### config.mk
export PLATFORM = sky130hd
export DESIGN_NAME = axi_lite_write_master_flat
export DESIGN_NICKNAME = d
export VERILOG_FILES = /design/src/rtl/axi_lite_write_master_if.sv /design/src/rtl/axi_lite_write_master.sv /design/src/flat_wrapper.sv
export SDC_FILE = /design/constraint.sdc
export NUM_CORES = 1
export LEC_CHECK = 0
export CAP_MARGIN = 20
export CORE_UTILIZATION = 35
export DETAILED_ROUTE_END_ITERATION = 8
export GPL_TIMING_DRIVEN = 0
export PLACE_DENSITY = 0.71
export SLEW_MARGIN = 40
export SYNTH_ARGS = -nofsm -noshare
export SYNTH_HDL_FRONTEND = slang
export SYNTH_SLANG_ARGS = --single-unit
### constraint.sdc
create_clock -name clk -period 2.95 [get_ports clk]
set_clock_uncertainty 0.05 [all_clocks]
set_input_delay 0.59 -clock clk [delete_from_list [all_inputs] [get_ports clk]]
set_output_delay 0.59 -clock clk [all_outputs]
set_load 0.02 [all_outputs]
### src/rtl/axi_lite_write_master_if.sv
`default_nettype none
// ============================================================================
// Module   : axi_lite_write_master_if
// Purpose  : AXI4-Lite write-channel bundle (AW, W, B) shared by the write
//            master and whatever slave or bench sits on the other side.
// Params   : ADDR_WIDTH - AW address width
//            BUS_WIDTH  - W data width; wstrb width is BUS_WIDTH/8
// Modports : master - drives AW/W valid and payload and B ready
//            slave  - drives AW/W ready and the B response
// Revision : 1.0 - initial release
// ============================================================================
interface axi_lite_write_master_if #(
  parameter int ADDR_WIDTH = 32,
  parameter int BUS_WIDTH  = 32
);

  logic                     m_axi_awvalid;
  logic                     m_axi_awready;
  logic [ADDR_WIDTH-1:0]    m_axi_awaddr;
  logic [2:0]               m_axi_awprot;

  logic                     m_axi_wvalid;
  logic                     m_axi_wready;
  logic [BUS_WIDTH-1:0]     m_axi_wdata;
  logic [BUS_WIDTH/8-1:0]   m_axi_wstrb;

  logic                     m_axi_bvalid;
  logic                     m_axi_bready;
  logic [1:0]               m_axi_bresp;

  modport master (
    output m_axi_awvalid, m_axi_awaddr, m_axi_awprot,
    input  m_axi_awready,
    output m_axi_wvalid, m_axi_wdata, m_axi_wstrb,
    input  m_axi_wready,
    input  m_axi_bvalid, m_axi_bresp,
    output m_axi_bready
  );

  modport slave (
    input  m_axi_awvalid, m_axi_awaddr, m_axi_awprot,
    output m_axi_awready,
    input  m_axi_wvalid, m_axi_wdata, m_axi_wstrb,
    output m_axi_wready,
    output m_axi_bvalid, m_axi_bresp,
    input  m_axi_bready
  );

endinterface
`default_nettype wire

### src/rtl/axi_lite_write_master.sv
`default_nettype none
// ============================================================================
// Module   : axi_lite_write_master
// Purpose  : Accepts words from an upstream valid/ready source and writes each
//            one to a single fixed AXI4-Lite address. One transaction is in
//            flight at a time: capture -> AW/W (independent) -> B response.
// Params   : ADDRESS    - fixed byte address placed on every AW beat
//            ADDR_WIDTH - AW address width
//            BUS_WIDTH  - data width (wstrb is BUS_WIDTH/8, always all ones)
// Ports    : clk        - clock, rising edge
//            reset      - asynchronous, active-high
//            valid_in / ready_in / data_in - upstream word handshake
//            m_axi      - AXI4-Lite write channels (master modport)
//            busy       - high whenever the engine is not idle
//            err_count  - saturating count of words dropped on error response
//            last_resp  - bresp of the most recent completed B handshake
// Options  : AXI_WRITE_MASTER_RETRY_EN - when defined, a non-OKAY response
//            reissues the same word up to 3 times before it is dropped.
//            When undefined, the first non-OKAY response drops the word.
// Revision : 1.0 - initial release
// ============================================================================
module axi_lite_write_master #(
  parameter logic [31:0] ADDRESS    = 32'h0000_0000,
  parameter int          ADDR_WIDTH = 32,
  parameter int          BUS_WIDTH  = 32
) (
  input  wire logic                 clk,
  input  wire logic                 reset,

  input  wire logic                 valid_in,
  output logic                      ready_in,
  input  wire logic [BUS_WIDTH-1:0] data_in,

  axi_lite_write_master_if.master   m_axi,

  output logic                      busy,
  output logic [15:0]               err_count,
  output logic [1:0]                last_resp
);

  typedef enum logic [1:0] {
    IDLE     = 2'd0,
    SEND     = 2'd1,
    WAIT_RSP = 2'd2
  } state_t;

  localparam logic [1:0]  c_resp_okay = 2'b00;
  localparam logic [15:0] c_err_max   = 16'hFFFF;

  state_t                 state_q, state_d;
  logic [BUS_WIDTH-1:0]   data_q, data_d;
  logic                   aw_pend_q, aw_pend_d;
  logic                   w_pend_q, w_pend_d;
  logic [15:0]            err_count_q, err_count_d;
  logic [1:0]             last_resp_q, last_resp_d;
`ifdef AXI_WRITE_MASTER_RETRY_EN
  logic [1:0]             retry_cnt_q, retry_cnt_d;
`endif

  logic                   w_aw_fire;
  logic                   w_w_fire;
  logic [15:0]            w_err_inc;

  // Handshakes only count while the channel is actually being offered.
  assign w_aw_fire = (state_q == SEND) && aw_pend_q && m_axi.m_axi_awready;
  assign w_w_fire  = (state_q == SEND) && w_pend_q  && m_axi.m_axi_wready;

  // Saturating increment for the dropped-word counter.
  assign w_err_inc = (err_count_q == c_err_max) ? err_count_q : err_count_q + 16'd1;

  // --------------------------------------------------------------------------
  // State register
  // --------------------------------------------------------------------------
  always_ff @(posedge clk or posedge reset) begin
    if (reset) begin
      state_q     <= IDLE;
      data_q      <= '0;
      aw_pend_q   <= 1'b0;
      w_pend_q    <= 1'b0;
      err_count_q <= '0;
      last_resp_q <= c_resp_okay;
`ifdef AXI_WRITE_MASTER_RETRY_EN
      retry_cnt_q <= '0;
`endif
    end else begin
      state_q     <= state_d;
      data_q      <= data_d;
      aw_pend_q   <= aw_pend_d;
      w_pend_q    <= w_pend_d;
      err_count_q <= err_count_d;
      last_resp_q <= last_resp_d;
`ifdef AXI_WRITE_MASTER_RETRY_EN
      retry_cnt_q <= retry_cnt_d;
`endif
    end
  end

  // --------------------------------------------------------------------------
  // Next-state logic
  // --------------------------------------------------------------------------
  always_comb begin
    state_d     = state_q;
    data_d      = data_q;
    aw_pend_d   = aw_pend_q;
    w_pend_d    = w_pend_q;
    err_count_d = err_count_q;
    last_resp_d = last_resp_q;
`ifdef AXI_WRITE_MASTER_RETRY_EN
    retry_cnt_d = retry_cnt_q;
`endif

    case (state_q)
      IDLE: begin
        // ready_in is 1 throughout IDLE, so valid_in alone is the handshake.
        if (valid_in) begin
          data_d    = data_in;
          aw_pend_d = 1'b1;
          w_pend_d  = 1'b1;
`ifdef AXI_WRITE_MASTER_RETRY_EN
          retry_cnt_d = '0;
`endif
          state_d   = SEND;
        end
      end

      SEND: begin
        if (w_aw_fire) aw_pend_d = 1'b0;
        if (w_w_fire)  w_pend_d  = 1'b0;
        // Leave once both channels are done, whichever order they finished in.
        if (!aw_pend_d && !w_pend_d) state_d = WAIT_RSP;
      end

      WAIT_RSP: begin
        if (m_axi.m_axi_bvalid) begin
          last_resp_d = m_axi.m_axi_bresp;
          if (m_axi.m_axi_bresp == c_resp_okay) begin
            state_d = IDLE;
          end else begin
`ifdef AXI_WRITE_MASTER_RETRY_EN
            // retry_cnt counts reissues already made; the 3rd failing retry drops.
            if (retry_cnt_q == 2'd3) begin
              err_count_d = w_err_inc;
              state_d     = IDLE;
            end else begin
              retry_cnt_d = retry_cnt_q + 2'd1;
              aw_pend_d   = 1'b1;
              w_pend_d    = 1'b1;
              state_d     = SEND;
            end
`else
            err_count_d = w_err_inc;
            state_d     = IDLE;
`endif
          end
        end
      end

      default: begin
        state_d   = IDLE;
        aw_pend_d = 1'b0;
        w_pend_d  = 1'b0;
      end
    endcase
  end

  // --------------------------------------------------------------------------
  // Outputs: all decoded straight from flops so reset clears them immediately.
  // --------------------------------------------------------------------------
  assign ready_in  = (state_q == IDLE);
  assign busy      = (state_q != IDLE);
  assign err_count = err_count_q;
  assign last_resp = last_resp_q;

  assign m_axi.m_axi_awvalid = (state_q == SEND) && aw_pend_q;
  assign m_axi.m_axi_awaddr  = ADDRESS[ADDR_WIDTH-1:0];
  assign m_axi.m_axi_awprot  = 3'b000;

  assign m_axi.m_axi_wvalid  = (state_q == SEND) && w_pend_q;
  assign m_axi.m_axi_wdata   = data_q;
  assign m_axi.m_axi_wstrb   = '1;

  assign m_axi.m_axi_bready  = (state_q == WAIT_RSP);

endmodule
`default_nettype wire

### src/flat_wrapper.sv
// flat-port wrapper written by rule: the top's interface ports become plain ports
module axi_lite_write_master_flat 
#(
  parameter logic [31:0] ADDRESS    = 32'h0000_0000,
  parameter int          ADDR_WIDTH = 32,
  parameter int          BUS_WIDTH  = 32
)
  (clk, reset, valid_in, ready_in, data_in, busy, err_count, last_resp, m_axi_m_axi_awvalid, m_axi_m_axi_awaddr, m_axi_m_axi_awprot, m_axi_m_axi_awready, m_axi_m_axi_wvalid, m_axi_m_axi_wdata, m_axi_m_axi_wstrb, m_axi_m_axi_wready, m_axi_m_axi_bvalid, m_axi_m_axi_bresp, m_axi_m_axi_bready);
  axi_lite_write_master_if #(.ADDR_WIDTH(ADDR_WIDTH), .BUS_WIDTH(BUS_WIDTH)) m_axi_i ();
  input  wire logic clk;
  input  wire logic reset;
  input  wire logic valid_in;
  output logic ready_in;
  input  wire logic [BUS_WIDTH-1:0] data_in;
  output logic busy;
  output logic [15:0] err_count;
  output logic [1:0] last_resp;
  output wire logic [$bits(m_axi_i.m_axi_awvalid)-1:0] m_axi_m_axi_awvalid;
  output wire logic [$bits(m_axi_i.m_axi_awaddr)-1:0] m_axi_m_axi_awaddr;
  output wire logic [$bits(m_axi_i.m_axi_awprot)-1:0] m_axi_m_axi_awprot;
  input wire logic [$bits(m_axi_i.m_axi_awready)-1:0] m_axi_m_axi_awready;
  output wire logic [$bits(m_axi_i.m_axi_wvalid)-1:0] m_axi_m_axi_wvalid;
  output wire logic [$bits(m_axi_i.m_axi_wdata)-1:0] m_axi_m_axi_wdata;
  output wire logic [$bits(m_axi_i.m_axi_wstrb)-1:0] m_axi_m_axi_wstrb;
  input wire logic [$bits(m_axi_i.m_axi_wready)-1:0] m_axi_m_axi_wready;
  input wire logic [$bits(m_axi_i.m_axi_bvalid)-1:0] m_axi_m_axi_bvalid;
  input wire logic [$bits(m_axi_i.m_axi_bresp)-1:0] m_axi_m_axi_bresp;
  output wire logic [$bits(m_axi_i.m_axi_bready)-1:0] m_axi_m_axi_bready;
  assign m_axi_m_axi_awvalid = m_axi_i.m_axi_awvalid;
  assign m_axi_m_axi_awaddr = m_axi_i.m_axi_awaddr;
  assign m_axi_m_axi_awprot = m_axi_i.m_axi_awprot;
  assign m_axi_i.m_axi_awready = m_axi_m_axi_awready;
  assign m_axi_m_axi_wvalid = m_axi_i.m_axi_wvalid;
  assign m_axi_m_axi_wdata = m_axi_i.m_axi_wdata;
  assign m_axi_m_axi_wstrb = m_axi_i.m_axi_wstrb;
  assign m_axi_i.m_axi_wready = m_axi_m_axi_wready;
  assign m_axi_i.m_axi_bvalid = m_axi_m_axi_bvalid;
  assign m_axi_i.m_axi_bresp = m_axi_m_axi_bresp;
  assign m_axi_m_axi_bready = m_axi_i.m_axi_bready;
  axi_lite_write_master #(.ADDRESS(ADDRESS), .ADDR_WIDTH(ADDR_WIDTH), .BUS_WIDTH(BUS_WIDTH)) u_core (.clk(clk), .reset(reset), .valid_in(valid_in), .ready_in(ready_in), .data_in(data_in), .m_axi(m_axi_i), .busy(busy), .err_count(err_count), .last_resp(last_resp));
endmodule
==> metrics, run 1 <==
CTS tree=built; Area Overhead vs Synth=49.74%; Worst-path clk slew=0.10 ns; antenna fix cells=0; post-CTS sizing=0; Starting Density=0.3654; drt drc=0; Worst EP arrival=1.77 ns; Layout fillers=616; worst vdd ir=roughly 0.29 mV; switching portion of total power=0.3517; Avg Inst Size Synth=12.40 sq um; vias in the first global route=around 1700; Iteration-0 DRC Markers=32; Clock power frac=0.145; CP max stage cell=clkdlybuf4s50_1; MaxCap Viol Count=0; Achievable Freq=~0.42 GHz; synthesized flop and latch total=54; Ports=roughly 130; Worst setup EP type=output pin; H-tree depth=2; ANT nets after route=0; CP startpoint kind=flop; final wirelength=about 5.5 mm; CP required=2.31 ns; Post-Syn Instances=approximately 220; Max FO, Critical Path=9; Power Density=between 800 and 900 nW/um^2; largest net degree at the start of global routing=29; area share of the largest cell type after synthesis=0.5044; first-pass GRT wire length=between 8 and 9 mm; Internal=approximately 2200 uW; layout cell share with drive strength beyond 1=0.2640; run status=finished clean; Clock Tree Buf Depth=2; Leak=approximately 0.0018 uW; Avg WL per Cell=~12 um; Post-CTS Setup Bufs=0; port bufs=94; critical-path cell list=buf_2 > or2_1 > inv_2 > clkdlybuf4s50_1; Slew @ Worst Pin=0.5386 ns; Root Driver=clkbuf_8; sequential share of the synthesized area=0.5044; core area=around 7300 sq um; Slew Viols, Final=0; worst relative slew slack=0.6382; sequential fraction of design power=0.352; Hold Crit Class=flop to flop; Crit Path Class=flop to output pin; Netlist cell types=38; post-route cell area=between 4000 and 5000 sq um; warnings from Yosys=0; Gate power share=0.503; GRT Util Overall=0.1343; Site Rows=31; post-synth top area cell=dfrtp_1; Via density=4.292; antenna violations before repair=0; Hold Path Origin=u_core.m_axi.m_axi_wdata[14]; nets=~400; Critical Path Start=u_core.state_q[1]; fin crit share=0.8155; total CTS buffers=5; vias=1953; dpl cell area=3905 sq um; RSZ-0062 raised after global routing=no; first-pass iteration count of the detailed router=4; RR Startpoint=u_core.err_count[0]; hold_buf cts=0; CTS sink cnt=between 50 and 60; setup TNS=0 ns; minimum clock period=approximately 2.4 ns; die area=about 8000 sq um; mapped cell area=approximately 2700 sq um; slowest cell delay on critical path=around 0.6 ns; die height=approximately 89 um; synth top area cells=dfrtp_1 50%, mux2_2 13%, buf_4 12%; Placer Congestion=approximately 0.79; Overflow after GRT=0; Final Hold Vio Count=0; Switch Pwr=~1200 uW; final setup fails=0; worst-skew pair later-pin latency=about 0.30 ns; DP Wirelength=between 4 and 5 mm; Die Width=just under 90 um
-- placed cells by master (no fill, tap or decap), types with 2 or more instances in the layout --
cell and instances:
nor2_1 3, o22ai_1 2, conb_1 39, nand4_1 6, nor2b_1 2, or2_1 2, mux2_2 30, nor4_2 3
buf_2 3, a21oi_1 5, inv_1 7, nor3b_1 3, xnor2_1 4, buf_4 42, clkdlybuf4s50_1 94, nand3_1 7
xor2_1 6, and4_1 4, nand2_1 3, nor4b_2 2, clkbuf_8 5, nor3_1 2, dfrtp_1 54, clkbuf_1 2
mux2_1 7
-- synthesized netlist by cell type --
master     number
a21oi_1         5
a311oi_1        1
a41oi_1         1
and2_1          1
and3_1          1
and4_1          4
buf_2           3
buf_4          42
buf_6           1
conb_1          2
dfrtp_1        54
ha_1            1
inv_1           8
inv_2           1
mux2_1          7
mux2_2         30
mux2i_1         1
nand2_1         3
nand2b_1        1
nand3_1         7
nand3b_4        1
nand4_1         6
nand4_4         1
nor2_1          3
nor2_2          1
nor2b_1         2
nor3_1          2
nor3b_1         3
nor4_2          3
nor4_4          1
nor4b_2         2
o21ai_0         1
o22ai_1         2
o2bb2ai_1       1
or2_1           2
or3_1           1
xnor2_1         4
xor2_1          6
-- final timing paths --
| kind | to | slack [ns] | cells after the start |
|---|---|---|---|
| worst max-delay path | ready_in | 0.54 | 4 |
| worst max register to register | u_core.err_count[1] | 0.97 | 5 |
| min in group asynchronous | u_core.m_axi.m_axi_wdata[18] | 0.57 | 2 |
| max in group asynchronous | u_core.err_count[12] | 1.81 | 3 |
| worst min-delay path | u_core.m_axi.m_axi_wdata[14] | 0.45 | 1 |
| worst min register to register | u_core.m_axi.m_axi_wdata[14] | 0.45 | 1 |
-- worst max-delay path, delay by kind of cell, from the launching register on --
family,cells,cell delay [ns]
buffers and inverters,3,0.84
flip-flops,1,0.36
AND/OR/NAND/NOR,1,0.27
-- state kept, by name, summed over array words and instances (netlist names) --
signal	flops
u_core.err_count	16
u_core.state_q	2
u_core.m_axi.m_axi_wdata	32
u_core.last_resp	2
u_core.aw_pend_q	1
u_core.w_pend_q	1
-- kinds of logic after synthesis --
| family | Yosys count | share of synthesized area |
|---|---|---|
| AO/OA/AOI/OAI | 11 | 0.02569 |
| XOR/XNOR | 10 | 0.03269 |
| adder cells (fa/ha/maj) | 1 | 0.004670 |
| buffers and inverters | 55 | 0.1401 |
| flip-flops | 54 | 0.5044 |
| multiplexers | 38 | 0.1593 |
| other | 2 | 0.002803 |
| AND/OR/NAND/NOR | 45 | 0.1303 |
-- area by class of cell --
class,instances,area (sq um),share of cell area
clock inverter,1,30.03,0.007486
sequential,54,1351,0.3369
inverter,9,36.28,0.009046
buffer,46,341.6,0.08515
timing repair buffer,95,960.9,0.2396
clock buffer,7,76.32,0.01903
tap,99,123.9,0.03088
multi-input combinational,144,1091,0.2720
-- metal layers --
layer | track usage | vias up | routed length (um)
li1 | - | 948 | -
met1 | 0.1684 | 905 | 2409
met2 | 0.2269 | 94 | 2538
met3 | 0.04247 | 6 | 540
met4 | 0.03030 | 0 | 29
met5 | 0 | - | 0
-- per-stage QoR --
| stage | total power, uW | cells | worst slack, ns | utilization | hold slack (ns) |
|---|---|---|---|---|---|
| after floorplan | 2157 | 253 | 0.9954 | - | 0.4927 |
| after detailed placement | 2925 | 447 | 0.5197 | 0.5327 | 0.4269 |
| after global routing | 3594 | 455 | 0.4663 | 0.5472 | 0.4752 |
| after CTS | 3420 | 455 | 0.5178 | 0.5472 | 0.4490 |
| final | 3373 | 455 | 0.5442 | 0.5472 | 0.4466 |
| after global placement | 2889 | 446 | -0.05129 | 0.5296 | 0.4197 |
-- power by group through the flow --
| stage | Clock, uW | Combinational (uW) | Sequential [uW] |
|---|---|---|---|
| 2_1_floorplan | 0 | 632 | 1520 |
| 3_3_place_gp | 0 | 1700 | 1190 |
| 3_5_place_dp | 0 | 1720 | 1210 |
| 6_report | 487 | 1700 | 1190 |
| 4_1_cts | 510 | 1720 | 1190 |
| 5_1_grt | 529 | 1830 | 1230 |
Power figures use the tool's default switching activity.
==> inputs of run 2 (changes only) <==
==> constraint.sdc (replaced) <==
create_clock -name clk -period 2.25 [get_ports clk]
set_clock_uncertainty 0.05 [all_clocks]
set_input_delay 0.45 -clock clk [delete_from_list [all_inputs] [get_ports clk]]
set_output_delay 0.45 -clock clk [all_outputs]
set_load 0.02 [all_outputs]
==> run 2 against run 1 <==
Compared with the run above:
- global-route usage stayed put
- design area hardly changed
- largest power group unchanged
- clock-buffer cell count stayed put
- largest cell class unchanged
- clock power is 31% higher
==> metrics, run 2 (synthesized netlist as in run 1, its figures left out) <==
CP max stage cell=clkdlybuf4s50_1; total CTS buffers=5; Root Driver=clkbuf_8; Ports=between 100 and 150; Internal=2859 uW; vias=between 1500 and 2000; Slew Viols, Final=0; final core occ=0.5470; CP startpoint kind=flop; Iteration-0 DRC Markers=32; first-pass iteration count of the detailed router=4; Worst path top cell family by delay=buffers and inverters; Site Rows=31; die height=~89 um; Final Hold Vio Count=0; antenna violations before repair=0; Overflow after GRT=0; GR Layer Usage met1=0.1684; DP Wirelength=around 4.2 mm; GR Layer Usage met3=0.04247; Leak=0.001849 uW; CTS sink cnt=54; first-pass GRT wire length=around 8.3 mm; critical-path cell list=buf_2 > nor2b_1 > clkdlybuf4s50_1; core area=7331 sq um; Crit Path Class=flop to output pin; minimum clock period=approximately 2.2 ns; Power Density=1101 nW/um^2; largest net degree at the start of global routing=29; Worst-path clk slew=0.10 ns; H-tree depth=2; Post-CTS Setup Bufs=0; fin crit share=0.9630; Clock power frac=0.145; Achievable Freq=between 0.4 and 0.5 GHz; nets=between 300 and 400; number of cells on the critical path=3; slowest cell delay on critical path=between 0.6 and 0.7 ns; RSZ-0062 raised after global routing=no; final setup fails=0; port bufs=94; drt drc=0; CTS tree=built; antenna fix cells=0; switching portion of total power=0.3522; Clock Tree Buf Depth=2; Hold Crit Class=input port to async pin; layout cell share with drive strength beyond 1=0.2640; worst relative slew slack=0.6382; Via density=4.292; Placer Congestion=0.7890; commonest non-fill, non-tap cell in the layout=clkdlybuf4s50_1; GRT Util Overall=0.1343; die area=8008 sq um; run status=finished clean; Gate power share=0.502; worst-skew pair later-pin latency=roughly 0.3 ns; post-route cell area=roughly 4000 sq um; Slew @ Worst Pin=0.5386 ns; worst vdd ir=approximately 0.38 mV; CP required=around 1.8 ns; sequential fraction of design power=0.353; dpl cell area=3905 sq um; Switch Pwr=between 1500 and 2000 uW; Crit path buffers/inverters=2; Avg WL per Cell=between 10 and 15 um; Worst setup EP type=output pin; Reg2Reg Depth=5; Die Width=a little under 90 um; Worst EP arrival=about 1.7 ns; Largest register FFs=32; ANT nets after route=0; Area Overhead vs Synth=49.70%; met2 Resource Use GR=0.2269; vias in the first global route=around 1700; hold_ws=0.4284 ns; Max FO, Critical Path=9; MaxCap Viol Count=0; most frequent cells in the layout=93 x clkdlybuf4s50_1, 54 x dfrtp_1, 42 x buf_4, 39 x conb_1, 30 x mux2_2; Starting Density=0.3654; final wirelength=between 5 and 6 mm; Top Usage Layer GRT=met2
-- run 2: changes by cell type in the layout (fill, tap and decap cells not counted) --
cell and delta:
clkdlybuf4s50_1 -1, dlygate4sd2_1 +1
-- run 2: metrics by stage --
step	setup WS, ns	TNS (ns)	instances	power (uW)
6_report	0.08318	0	455	4414
2_1_floorplan	0.3574	0	253	2828
3_5_place_dp	-0.04029	-0.04029	447	3835
3_3_place_gp	-0.6113	-32.89	446	3788
4_1_cts	0.05684	0	455	4477
5_1_grt	0.004050	0	455	4704
-- run 2: final timing paths --
kind,start,to,slack [ns]
setup / recovery,u_core.state_q[1],m_axi_m_axi_bready,0.08
hold / removal,reset,u_core.m_axi.m_axi_wdata[18],0.43
setup reg to reg,u_core.err_count[0],u_core.err_count[1],0.27
hold reg to reg,u_core.m_axi.m_axi_wdata[14],u_core.m_axi.m_axi_wdata[14],0.45
max in group asynchronous,reset,u_core.err_count[12],1.25
min in group clk,u_core.m_axi.m_axi_wdata[14],u_core.m_axi.m_axi_wdata[14],0.45
-- run 2: final cells by class --
type	instances	area [sq um]
Buffer	46	341.6
Clock buffer	7	76.32
Clock inverter	1	30.03
Fill cell	617	3321
Inverter	9	36.28
Multi-Input combinational cell	144	1091
Sequential cell	54	1351
Tap cell	99	123.9
Timing Repair Buffer	95	959.7
-- run 2: power by group through the flow --
stage	sequential [uW]	combinational (uW)	clock [uW]
finish	1560	2220	639
detailed placement	1580	2250	0
CTS	1560	2250	668
floorplan	2000	829	0
global route	1620	2390	694
global placement	1560	2230	0
-- run 2: repair_timing --
item / in CTS / in global routing
hold buffers: 0 / 0
setup endpoints to repair: 1 / 0
resized for setup: 1 / 0
-- run 2: metal layers --
metal	part of all wire	vias to the layer above
met3	0.098	6
met4	0.0053	0
met5	0	-
met1	0.44	905
li1	-	948
met2	0.46	94
==> inputs of run 3 (changes only) <==
--- a/config.mk
+++ b/config.mk
@@ -7,6 +7,7 @@
 export LEC_CHECK = 0
 export CAP_MARGIN = 20
 export CORE_UTILIZATION = 35
+export CTS_BUF_LIST = sky130_fd_sc_hd__clkbuf_8
 export DETAILED_ROUTE_END_ITERATION = 8
 export GPL_TIMING_DRIVEN = 0
 export PLACE_DENSITY = 0.71
==> run 3 against run 2 <==
Compared with the run above:
- clock power shrank 1%
- combinational power hardly changed
- total power is 0.18% lower
- sequential power barely moved
- design area is the same
- sequential share of layout area unchanged
- die area is the same
- wire length about the same
- via count is essentially flat
==> metrics, run 3 (synthesized netlist as in run 1, its figures left out) <==
run status=finished clean; Hold Crit Class=input port to async pin; CTS sink cnt=54; Max FO, Critical Path=9; CP startpoint kind=flop; CP required=between 1.5 and 2 ns; worst relative slew slack=0.6382; Overflow after GRT=0; Achievable Freq=0.4612 GHz; register-to-register setup slack=~0.27 ns; most frequent cells in the layout=93 x clkdlybuf4s50_1, 54 x dfrtp_1, 42 x buf_4, 39 x conb_1, 30 x mux2_2; Placer Congestion=a little under 0.8; vias in the first global route=approximately 1700; Avg WL per Cell=between 10 and 15 um; Clock Tree Buf Depth=2; Leak=0.001857 uW; Starting Density=0.3654; H-tree depth=2; Ports=between 100 and 150; worst-skew pair later-pin latency=~0.30 ns; Worst path top cell family by delay=buffers and inverters; Layout fillers=617; Storage cell area=between 1000 and 1500 sq um; Root Driver=clkbuf_8; largest net degree at the start of global routing=29; commonest non-fill, non-tap cell in the layout=clkdlybuf4s50_1; Slew Viols, Final=0; Worst setup EP type=output pin; Via density=4.290; Crit path buffers/inverters=2; final wirelength=5.521 mm; core area=about 7300 sq um; Iteration-0 DRC Markers=32; MaxCap Viol Count=0; Site Rows=31; CTS tree=built; final core occ=0.5470; slowest cell delay on critical path=0.63 ns; Power Density=around 1100 nW/um^2; Final Hold Vio Count=0; drt drc=0; GRT Util Overall=0.1343; total CTS buffers=5; critical-path cell list=buf_2 > nor2b_1 > clkdlybuf4s50_1; Crit Path Class=flop to output pin; setup TNS=0 ns; area of the multi-input gates=approximately 1100 sq um; vias=around 2000; first-pass GRT wire length=between 8 and 9 mm; dpl cell area=3905 sq um; DP Wirelength=about 4.2 mm; RSZ-0062 raised after global routing=no; final setup fails=0; Largest register FFs=32; number of cells on the critical path=3; nets=between 300 and 400; CP max stage cell=clkdlybuf4s50_1; Reg2Reg Depth=5; Slew @ Worst Pin=0.5386 ns; die area=8008 sq um; Worst-path clk slew=around 0.10 ns; Die Width=~89 um; FF-to-FF End=u_core.err_count[1]; Post-CTS Setup Bufs=0; RR Startpoint=u_core.err_count[0]; Post-Place Worst Slack=-0.04029 ns; antenna fix cells=0; post-route cell area=around 4000 sq um; ANT nets after route=0; worst vdd ir=0.3731 mV; Worst EP arrival=about 1.7 ns; Area Overhead vs Synth=49.70%; port bufs=94; minimum clock period=between 2 and 2.5 ns; die height=just under 90 um; first-pass iteration count of the detailed router=4; fin worst setup slack=0.08158 ns; fin crit share=0.9637; hold_ws=0.4267 ns; antenna violations before repair=0; layout cell share with drive strength beyond 1=0.2640
==> run 3: cell count changes in the layout (fill, tap and decap cells not counted), sizes merged <==
cell    previous run  this run
inv                9        11
clkbuf             7         5
==> run 3: worst max-delay path by stage <==
stage / from / to / slack [ns]
after floorplan: u_core.err_count[0] / u_core.err_count[1] / 0.36
final: u_core.state_q[1] / m_axi_m_axi_bready / 0.08
after global placement: reset / u_core.err_count[7] / -0.61
after CTS: u_core.state_q[1] / busy / 0.06
after detailed placement: m_axi_m_axi_bvalid / u_core.err_count[14] / -0.04
after global routing: u_core.state_q[1] / m_axi_m_axi_awvalid / 0.003
==> run 3: timing repair <==
item	in CTS	in global routing
gates resized for setup	1	0
endpoints found under the setup margin	1	0
hold buffers	0	0
==> run 3: layout make-up <==
cell class,count,share of cell area
inverter,9,0.009048
multi-input combinational,144,0.2721
clock buffer,5,0.01716
tap,99,0.03089
buffer,46,0.08518
timing repair buffer,95,0.2393
sequential,54,0.3370
clock inverter,3,0.009360
==> run 3: routing by layer <==
metal	part of all wire	vias to the layer above	wire, um	global-route usage
li1	-	948	-	-
met4	0.0053	0	29	0.03030
met2	0.46	94	2539	0.2269
met5	0	-	0	0
met1	0.44	904	2411	0.1684
met3	0.098	6	540	0.04247
==> run 3: stage by stage <==
stage                     cells  power (uW)
after floorplan             253        2828
after global placement      446        3788
after detailed placement    447        3835
after CTS                   455        4468
after global routing        455        4695
final                       455        4406
==> run 3: worst reg2reg max path, cell delays in order (launching register included) <==
cell,delay [ns]
dfrtp_1,0.44
ha_1,0.27
nand3_1,0.19
nor4_4,0.52
nor2_2,0.09
mux2_1,0.33
==> run 3: power breakdown <==
part	internal (uW)	switching (uW)
combinational	1180	1040
clock	325	307
sequential	1350	210
